**src/rtl/common_pkg.sv**
```systemverilog
// common_pkg: shared widths, clock rate and encodings for the SPI to
// Wishbone bridge.
//   WB_ADDR_WIDTH : Wishbone address width (20-bit system address space)
//   DATA_WIDTH    : Wishbone data width
//   SYS_CLOCK_MHZ : nominal wb_clock_i frequency
//   cmd_e         : command codes carried in bits [7:5] of the first byte
//   state_e       : main bridge FSM states
package common_pkg;

   localparam int WB_ADDR_WIDTH = 20;
   localparam int DATA_WIDTH    = 8;
   localparam int SYS_CLOCK_MHZ = 50;

   typedef enum logic [2:0] {
      CMD_WRITE_AT   = 3'b100,
      CMD_WRITE_NEXT = 3'b101,
      CMD_READ_AT    = 3'b110,
      CMD_READ_NEXT  = 3'b111
   } cmd_e;

   typedef enum logic [2:0] {
      ST_IDLE    = 3'd0,
      ST_CMD     = 3'd1,
      ST_ADDR_HI = 3'd2,
      ST_ADDR_LO = 3'd3,
      ST_DATA    = 3'd4,
      ST_BUS     = 3'd5
   } state_e;

endpackage

```
**src/rtl/sync2.sv**
```systemverilog
// sync2: two-flop synchronizer for an asynchronous input, followed by one
// more flop so that edges can be detected on the synchronized level.
//   clk_i     : destination clock
//   rst_ni    : asynchronous active-low reset
//   d_i       : asynchronous input
//   q_o       : synchronized level
//   rise_o    : one-clock pulse on a synchronized 0->1 transition
//   fall_o    : one-clock pulse on a synchronized 1->0 transition
// RESET_VAL is the idle level of the input so no false edge appears when
// reset is released.
module sync2 #(
   parameter logic RESET_VAL = 1'b0
) (
   input  logic clk_i,
   input  logic rst_ni,
   input  logic d_i,
   output logic q_o,
   output logic rise_o,
   output logic fall_o
);

   logic meta_q;
   logic sync_q;
   logic prev_q;

   always_ff @(posedge clk_i or negedge rst_ni) begin
      if (!rst_ni) begin
         meta_q <= RESET_VAL;
         sync_q <= RESET_VAL;
         prev_q <= RESET_VAL;
      end else begin
         meta_q <= d_i;
         sync_q <= meta_q;
         prev_q <= sync_q;
      end
   end

   assign q_o    = sync_q;
   assign rise_o = sync_q & ~prev_q;
   assign fall_o = ~sync_q & prev_q;

endmodule

```
**src/rtl/spi1_wb_controller.sv**
```systemverilog
// spi1_wb_controller: SPI mode-0 peripheral that turns short command byte
// streams from a host MCU into single Wishbone classic-pipelined cycles.
//   wb_clock_i / wb_reset_ni : system clock, asynchronous active-low reset
//   wb_addr_o/data_o/we_o    : cycle address, write data, write enable
//   wb_cycle_o               : combined cycle/strobe, held until ack
//   wb_data_i, wb_ack_i      : read data and single-clock completion
//   wb_stall_i               : slave not ready (request is simply held)
//   spi_sck_i/cs_ni/sd_i     : asynchronous SPI inputs (mode 0, MSB first)
//   spi_sd_o                 : POCI
//   spi_stall_o              : host must stop clocking while 1
// Handshake: a cycle is presented with wb_cycle_o=1 and addr/we/data stable;
// it ends on the clock edge where wb_ack_i is sampled 1. An ack seen while
// no cycle is open is ignored.
module spi1_wb_controller
   import common_pkg::*;
(
   input  logic                     wb_clock_i,
   input  logic                     wb_reset_ni,
   output logic [WB_ADDR_WIDTH-1:0] wb_addr_o,
   input  logic [DATA_WIDTH-1:0]    wb_data_i,
   output logic [DATA_WIDTH-1:0]    wb_data_o,
   output logic                     wb_we_o,
   output logic                     wb_cycle_o,
   input  logic                     wb_stall_i,
   input  logic                     wb_ack_i,
   input  logic                     spi_sck_i,
   input  logic                     spi_cs_ni,
   input  logic                     spi_sd_i,
   output logic                     spi_sd_o,
   output logic                     spi_stall_o
);

   logic sck_lvl, sck_rise, sck_fall;
   logic cs_lvl, cs_rise, cs_fall;
   logic sd_lvl, sd_rise, sd_fall;

   sync2 #(.RESET_VAL(1'b0)) u_sync_sck (
      .clk_i(wb_clock_i), .rst_ni(wb_reset_ni), .d_i(spi_sck_i),
      .q_o(sck_lvl), .rise_o(sck_rise), .fall_o(sck_fall));

   sync2 #(.RESET_VAL(1'b1)) u_sync_cs (
      .clk_i(wb_clock_i), .rst_ni(wb_reset_ni), .d_i(spi_cs_ni),
      .q_o(cs_lvl), .rise_o(cs_rise), .fall_o(cs_fall));

   sync2 #(.RESET_VAL(1'b0)) u_sync_sd (
      .clk_i(wb_clock_i), .rst_ni(wb_reset_ni), .d_i(spi_sd_i),
      .q_o(sd_lvl), .rise_o(sd_rise), .fall_o(sd_fall));

   // The request is held until ack whether or not the slave stalls, so the
   // stall input needs no logic of its own.
   logic unused_ok;
   assign unused_ok = ^{cs_lvl, sd_rise, sd_fall, wb_stall_i};

   state_e                   state_q;
   logic [2:0]               cmd_q;
   logic [3:0]               a_top_q;
   logic [7:0]               a_mid_q;
   logic [7:0]               a_lo_q;
   logic [WB_ADDR_WIDTH-1:0] addr_q;   // also the address pointer
   logic [DATA_WIDTH-1:0]    wdata_q;
   logic                     we_q;
   logic                     cyc_q;
   logic                     stall_q;
   logic [7:0]               rx_q;
   logic [7:0]               tx_q;
   logic                     sd_o_q;
   logic [2:0]               bit_cnt_q;
   logic [1:0]               byte_cnt_q;  // saturates; only "first byte" matters

   logic [7:0]               rx_byte_d;
   logic                     byte_done;
   logic                     launch_d;
   logic                     launch_we_d;
   logic [WB_ADDR_WIDTH-1:0] launch_addr_d;
   logic [DATA_WIDTH-1:0]    launch_data_d;

   assign rx_byte_d = {rx_q[6:0], sd_lvl};
   assign byte_done = sck_rise && (bit_cnt_q == 3'd7);

   // Decide whether the byte completing this clock launches a bus cycle.
   always_comb begin
      launch_d      = 1'b0;
      launch_we_d   = 1'b0;
      launch_addr_d = addr_q + WB_ADDR_WIDTH'(1);
      launch_data_d = wdata_q;
      case (state_q)
         ST_CMD: begin
            if (byte_cnt_q == 2'd0 && rx_byte_d[7:5] == CMD_READ_NEXT)
               launch_d = byte_done;
         end
         ST_ADDR_LO: begin
            if (cmd_q == CMD_READ_AT) begin
               launch_d      = byte_done;
               launch_addr_d = {a_top_q, a_mid_q, rx_byte_d};
            end
         end
         ST_DATA: begin
            launch_d      = byte_done;
            launch_we_d   = 1'b1;
            launch_data_d = rx_byte_d;
            if (cmd_q == CMD_WRITE_AT)
               launch_addr_d = {a_top_q, a_mid_q, a_lo_q};
         end
         default: ;
      endcase
   end

   always_ff @(posedge wb_clock_i or negedge wb_reset_ni) begin
      if (!wb_reset_ni) begin
         state_q    <= ST_IDLE;
         cmd_q      <= 3'd0;
         a_top_q    <= 4'd0;
         a_mid_q    <= 8'd0;
         a_lo_q     <= 8'd0;
         addr_q     <= '0;
         wdata_q    <= '0;
         we_q       <= 1'b0;
         cyc_q      <= 1'b0;
         stall_q    <= 1'b0;
         rx_q       <= 8'd0;
         tx_q       <= 8'd0;
         sd_o_q     <= 1'b0;
         bit_cnt_q  <= 3'd0;
         byte_cnt_q <= 2'd0;
      end else begin
         if (sck_rise) begin
            rx_q      <= rx_byte_d;
            bit_cnt_q <= bit_cnt_q + 3'd1;
            if (bit_cnt_q == 3'd7 && byte_cnt_q != 2'd3)
               byte_cnt_q <= byte_cnt_q + 2'd1;
         end
         if (sck_fall) begin
            sd_o_q <= tx_q[7];
            tx_q   <= {tx_q[6:0], 1'b0};
         end

         if (cs_rise) begin
            // Deassert aborts everything but keeps the pointer (addr_q).
            state_q <= ST_IDLE;
            cyc_q   <= 1'b0;
            stall_q <= 1'b0;
         end else if (cs_fall) begin
            state_q    <= ST_CMD;
            bit_cnt_q  <= 3'd0;
            byte_cnt_q <= 2'd0;
            cyc_q      <= 1'b0;
            stall_q    <= 1'b0;
         end else if (launch_d) begin
            addr_q  <= launch_addr_d;
            we_q    <= launch_we_d;
            wdata_q <= launch_data_d;
            cyc_q   <= 1'b1;
            stall_q <= 1'b1;
            state_q <= ST_BUS;
         end else begin
            case (state_q)
               ST_CMD: begin
                  // Only the first byte of a transfer is a command; later
                  // bytes (after a completed cycle or a bad code) are ignored.
                  if (byte_done && byte_cnt_q == 2'd0) begin
                     cmd_q   <= rx_byte_d[7:5];
                     a_top_q <= rx_byte_d[3:0];
                     case (rx_byte_d[7:5])
                        CMD_WRITE_AT, CMD_READ_AT: state_q <= ST_ADDR_HI;
                        CMD_WRITE_NEXT:            state_q <= ST_DATA;
                        default: ;
                     endcase
                  end
               end
               ST_ADDR_HI: begin
                  if (byte_done) begin
                     a_mid_q <= rx_byte_d;
                     state_q <= ST_ADDR_LO;
                  end
               end
               ST_ADDR_LO: begin
                  if (byte_done) begin
                     a_lo_q  <= rx_byte_d;
                     state_q <= ST_DATA;
                  end
               end
               ST_BUS: begin
                  if (wb_ack_i) begin
                     cyc_q   <= 1'b0;
                     stall_q <= 1'b0;
                     state_q <= ST_CMD;
                     if (!we_q) begin
                        // If SCK is still high the last falling edge of the
                        // byte is yet to come and will present the MSB;
                        // otherwise present the MSB now.
                        if (sck_lvl) begin
                           tx_q <= wb_data_i;
                        end else begin
                           sd_o_q <= wb_data_i[7];
                           tx_q   <= {wb_data_i[6:0], 1'b0};
                        end
                     end
                  end
               end
               default: ;
            endcase
         end
      end
   end

   assign wb_addr_o   = addr_q;
   assign wb_data_o   = wdata_q;
   assign wb_we_o     = we_q;
   assign wb_cycle_o  = cyc_q;
   assign spi_stall_o = stall_q;
   assign spi_sd_o    = sd_o_q;

endmodule

```
**config.mk**
```make
export PLATFORM = sky130hd
export DESIGN_NAME = spi1_wb_controller
export DESIGN_NICKNAME = d
export VERILOG_FILES = /design/src/rtl/common_pkg.sv /design/src/rtl/sync2.sv /design/src/rtl/spi1_wb_controller.sv
export SDC_FILE = /design/constraint.sdc
export NUM_CORES = 1
export LEC_CHECK = 0
export BUFFER_PORTS_ARGS = -buffer_cell sky130_fd_sc_hd__buf_4
export CORE_MARGIN = 2
export CORE_UTILIZATION = 40
export CTS_BUF_LIST = sky130_fd_sc_hd__clkbuf_2
export CTS_CLUSTER_DIAMETER = 100
export DETAILED_ROUTE_END_ITERATION = 10
export SETUP_SLACK_MARGIN = 0.1
export SYNTH_ARGS = -nofsm -noshare
export SYNTH_HDL_FRONTEND = slang
export SYNTH_HIERARCHICAL = 1
export SYNTH_SLANG_ARGS = --single-unit
```
**constraint.sdc**
```tcl
create_clock -name wb_clock_i -period 3.76 [get_ports wb_clock_i]
set_input_delay 0.188 -clock wb_clock_i [delete_from_list [all_inputs] [get_ports wb_clock_i]]
set_output_delay 0.188 -clock wb_clock_i [all_outputs]
set_load 0.01 [all_outputs]
```
# == Word level (Yosys, flattened, before mapping) ==
# Cells that the tools add are included.
# W data, S select, Z words.
# word_totals
n_memories,0
register_bits,85
output_inout_bits,32
wordCells,114
latch_bits,0
rom_bits,0
mem_bits_rw,0
inputBits,15
# op_classes
n_eq_ne,18
reduce_logical,16
bitwise_logic,11
n_div,0
mul,0
n_mux,44
shift,0
addsub,3
order_cmp,0
# op_table
cell,count
$mux W8,8
$mux W20,2
$pmux W20 S2,1
$mux W3,10
$eq A3 B3 Y1 const B,9
$add A20 B1 Y20 const B,1
$ne A5 B5 Y1 const B,4
$mux W1,16
$reduce_and A5 Y1,3
$pmux W3 S4,1
$mux W2,4
$reduce_bool A4 Y1,2
$not A1 Y1,7
$reduce_bool A7 Y1,1
$eq A3 B2 Y1 const B,2
$ne A6 B6 Y1 const B,1
$pmux W3 S2,1
$reduce_and A6 Y1,1
$and A1 B1 Y1,4
$logic_and A1 B1 Y1,4
$reduce_and A4 Y1,1
$add A3 B1 Y3 const B,1
$eq A3 B1 Y1 const B,1
$pmux W1 S3,1
6 further kinds,6

# == Depth between registers and ports, before layout ==
# logic_depth
depth_word,10
mapped_depth,8
ltp_nobuf,7

# == Cells and area by module ==
# Netlist, hierarchy kept.
# by_module_without_submodules
mod,n_inst,seq_area_each_um2,area_per_inst_um2,cells_each
spi1_wb_controller,1,1926.8,3950.0,359
sync2 (u_sync_sck ...),2,75.1,90.1,5
sync2 (u_sync_cs),1,78.8,93.8,5

# == Worst setup path after synthesis ==
# Ideal clock, no wire load.
# synth_path
path_type,register -> register
from,register u_sync_cs.sync_q (netlist: u_sync_cs/q_o)
to,register a_lo_q[2]
stages_incl_launch_ff,6
arrival_time_ps,1858
period_less_slack_ps,1983
setup_ps,125
required_ps,3635
path_buffers,0
path_slack_ps,1777
cell_sequence,dfstp_2 -> and2b_2 -> nor2_1 -> nand3_1 -> nor3_4 -> mux2_2
# synth_between
elab_chain_cells,4
elab_cells_between_ends,6
cone_classes,5 x bitwise; 1 x reduce/logical
# synth_rtl
item,line,rtl
start: declaration,sync2.sv:23,logic sync_q;
start signal: assignment,sync2.sv:33,sync_q <= meta_q;
$not A1 Y1,sync2.sv:40,assign fall_o = ~sync_q & prev_q;
$and A1 B1 Y1,sync2.sv:40,
net cs_fall,spi1_wb_controller.sv:34,"logic cs_lvl, cs_rise, cs_fall;"
$not A1 Y1 (no line),n/a,
$reduce_and A5 Y1 (no line),n/a,
end signal: assignment,spi1_wb_controller.sv:178,a_lo_q <= rx_byte_d;
end: declaration,spi1_wb_controller.sv:58,logic [7:0] a_lo_q;
# The timed path passes the listed nets, and every way through them passes these cells.
# A chain may end at the register's enable or synchronous reset.

# == Worst setup path in the final report ==
# layout_path
from,register u_sync_cs.sync_q (netlist: u_sync_cs/q_o)
to,register tx_q[3]
# layout_between
elab_chain_cells,4
elab_cells_between_ends,5
cone_classes,2 x mux; 3 x bitwise
# layout_rtl
item,line,rtl
$not A1 Y1,sync2.sv:40,
$and A1 B1 Y1,sync2.sv:40,
net cs_fall,spi1_wb_controller.sv:34,
$mux W8,spi1_wb_controller.sv:142,end else if (cs_fall) begin
$mux W8,spi1_wb_controller.sv:137,if (cs_rise) begin
end signal: assignment,spi1_wb_controller.sv:134,"tx_q <= {tx_q[6:0], 1'b0};"
end signal: assignment,spi1_wb_controller.sv:192,tx_q <= wb_data_i;
end signal: assignment,spi1_wb_controller.sv:195,"tx_q <= {wb_data_i[6:0], 1'b0};"
end: declaration,spi1_wb_controller.sv:65,logic [7:0] tx_q;
# The timed path passes the listed nets, and every way through them passes these cells.

==> impl_summary.log <==
INFO  metric outcome = finished clean
INFO  metric power_density = 363 mW/mm^2
INFO  metric grt_pass1_wl = 15200 um
INFO  metric pre_cts_slack = 1.19 ns
INFO  metric netlist_area = 0.00418 sq mm
INFO  metric syn_inst = 371
INFO  metric first_global_vias = 3045
INFO  metric clock_tree.root_cell = clkbuf_2
INFO  metric cts.path.max_buffers = 2
INFO  metric period_minus_slack = 2.63 ns
INFO  metric nNetsFinal = 442
INFO  metric design_area = 0.00485 sq mm
INFO  metric grt_start_max_net_pins = 86
INFO  metric grt.met3_usage = 4.41%
INFO  metric number_of_buffers_inserted_during_clock_tree_synthesis = 9
INFO  metric grtUsageMet2 = 26.6%
INFO  metric internal_power = 1.23 mW
INFO  metric combinational_fraction_of_design_power = 9.6%
INFO  metric placeableCoreArea = 0.0102 sq mm
INFO  metric cts_sinks = 85
INFO  metric drt-total-wl = 9170 um
INFO  metric syn2layout_area_growth = 16.0%
INFO  metric placedInstanceArea = 0.00459 sq mm
INFO  metric setup_repair_after_global_routing_missed_its_margin = no
INFO  metric met1_usage = 23.4%
INFO  metric floorplan.die.width = 106 um
INFO  metric criticalPathCategory = reg -> reg
INFO  metric critPathRequiredTime = 4.19 ns
INFO  metric top_usage_layer = met2
INFO  metric fmax = 380 MHz
INFO  metric post_route_cells_drive_above_1_share = 27.4%
INFO  metric finalWeightedCongestion = 0.786
INFO  metric final_antenna_net_count = 0
INFO  metric initial_core_util = 40.9%
INFO  metric irDropWorstVdd = 0.196 mV
INFO  metric total_leakage_power = 2.21 nW
INFO  metric top_level_pins = 47
INFO  metric grt_antenna_before_repair = 0
INFO  metric cell_with_the_largest_stage_delay_on_the_worst_path = or4_1
INFO  metric tightest_slew = 1.08 ns
INFO  metric cap_violations = 0
INFO  metric setup.worst_path.start_class = flip-flop
INFO  metric antenna_cells = 0
INFO  metric class_of_the_worst_hold_path = in -> reg
INFO  metric drc = 0
INFO  metric cpPeakStageDelay = 0.79 ns
INFO  metric post_dr_vias_cell = 5.50
INFO  metric fin_crit_sh = 70.1%
INFO  metric syn_nets = 391
INFO  metric fin_worst_hold_slack = 0.136 ns
INFO  metric grt-ovfl-total = 0
INFO  metric cp_cell_sequence = and2b_2 -> or4_1 -> a211oi_1 -> dlygate4sd3_1 -> a21oi_1
INFO  metric clkTransAtPathRegs = 0.22 ns
INFO  metric via_count = 3099
INFO  metric power_switching = 0.534 mW
INFO  metric post-route-util = 47.4%
INFO  metric io_buffer_count = 45
INFO  metric finalHoldViolCount = 0
INFO  metric finClkSkew = 0.0397 ns
INFO  metric postCtsSetupRepairBufs = 0
INFO  metric fp.dieH = 106 um
INFO  metric critPathCaptureType = flip-flop
INFO  metric globalRouteTotalUtil = 17.2%
INFO  metric share_clk_of_total_power = 27.7%
INFO  metric critical_path_peak_fanout = 17
INFO  metric postCtsResizedCells = 0
INFO  metric syn-mean-instance-area = 11.3 sq um
INFO  metric placementRows = 37
INFO  metric clkLatencyLatePin = 0.57 ns
INFO  metric postLayoutSetupSlackWorst = 1.13 ns
INFO  metric maxSlewViolCount = 0
INFO  metric drt-initial-drc-count = 287
INFO  metric share_seq_of_total_power = 62.7%
INFO  metric cts_hold_repair_buffers = 14
INFO  metric setup-tns-final = 0 ns
INFO  metric cts_tree = done
INFO  metric cp_data_arrival_time = 3.07 ns
INFO  metric swShare = 30.3%
INFO  metric synth.yosys.warnings = 6
INFO  metric worst_relative_slew_slack = 27.9%
INFO  metric clock_tree.htree_level_count = 3
INFO  metric place_hpwl = 6000 um
INFO  metric number_of_optimization_iterations_in_the_first_detailed_route_pass = 5
INFO  metric floorplan.die_area = 0.0113 sq mm
INFO  metric timing.final.setup_violations = 0
INFO  metric wl_cell = 16.3 um
-- metal layers --
metal | part of all wire [%] | wire, um | vias up
met3 | 3.9 | 355 | 11
met5 | 0 | 0 | -
met1 | 48 | 4370 | 1554
met4 | 1.5 | 138 | 0
met2 | 47 | 4300 | 61
li1 | - | - | 1473
-- final cells by class --
cell class	instances	area, sq um
Sequential cell	85	2130
Timing Repair Buffer	62	500
Multi-Input combinational cell	259	1910
Clock buffer	9	45.0
Inverter	5	18.8
Clock inverter	7	73.8
Fill cell	941	5380
Tap cell	136	170
-- metrics by stage --
| step | power, mW | instances |
|---|---|---|
| finish | 1.76 | 563 |
| global route | 1.86 | 563 |
| CTS | 1.79 | 563 |
| detailed placement | 1.28 | 533 |
| global placement | 1.27 | 533 |
| floorplan | 1.20 | 371 |
-- worst paths after layout --
check / startpoint / endpoint / slack [ns] / cells after the start
setup / recovery: u_sync_cs/q_o$_DFF_PN1_ / tx_q[3]$_DFF_PN0_ / 1.13 / 5
hold / removal: wb_ack_i / spi_stall_o$_DFFE_PN0P_ / 0.14 / 5
setup reg to reg: u_sync_cs/q_o$_DFF_PN1_ / tx_q[3]$_DFF_PN0_ / 1.13 / 5
hold reg to reg: u_sync_cs/meta_q$_DFF_PN1_ / u_sync_cs/q_o$_DFF_PN1_ / 0.37 / 0
max in group asynchronous: wb_reset_ni / tx_q[0]$_DFF_PN0_ / 2.72 / 2
min in group asynchronous: wb_reset_ni / wb_addr_o[9]$_DFFE_PN0P_ / 0.30 / 2
-- cell usage in the layout, fill, tap and decap left out, drive strengths merged, types with 4 or more instances in the layout --
cell type and n:
dfrtp 82, buf 48, mux2 38, nand2 32
a21oi 23, nor2 19, dlygate4sd3 14, nor2b 13
nand3 13, o21ai 12, mux2i 10, clkbuf 9
a2bb2oi 8, a211oi 8, inv 7, nor3 7
o22ai 6, a22o 6, a221o 5, ha 5
nand3b 4, nand4 4, and3 4
-- registers in the layout (all words and copies together), names as in the netlist, 2 cells and up --
| name | count |
|---|---|
| rx_q | 7 |
| wb_addr_o | 20 |
| byte_cnt_q | 2 |
| state_q | 3 |
| bit_cnt_q | 3 |
| cmd_q | 3 |
| wb_data_o | 8 |
| tx_q | 8 |
| a_mid_q | 8 |
| a_top_q | 4 |
| a_lo_q | 8 |
-- power by group through the flow --
stage	Clock, mW	Sequential, mW	Combinational [mW]
2_1_floorplan	0	1.04	0.162
3_3_place_gp	0	1.12	0.156
3_5_place_dp	0	1.12	0.162
4_1_cts	0.511	1.10	0.172
5_1_grt	0.552	1.12	0.192
6_report	0.488	1.10	0.169
-- critical path, delay by kind of cell, from the launching register on --
kind / cells / cell delay, ns
simple gates: 2 / 1.03
compound gates: 2 / 0.34
buf+inv: 1 / 0.58
flops: 1 / 0.58
No activity file was read; power rests on OpenSTA's default activity.
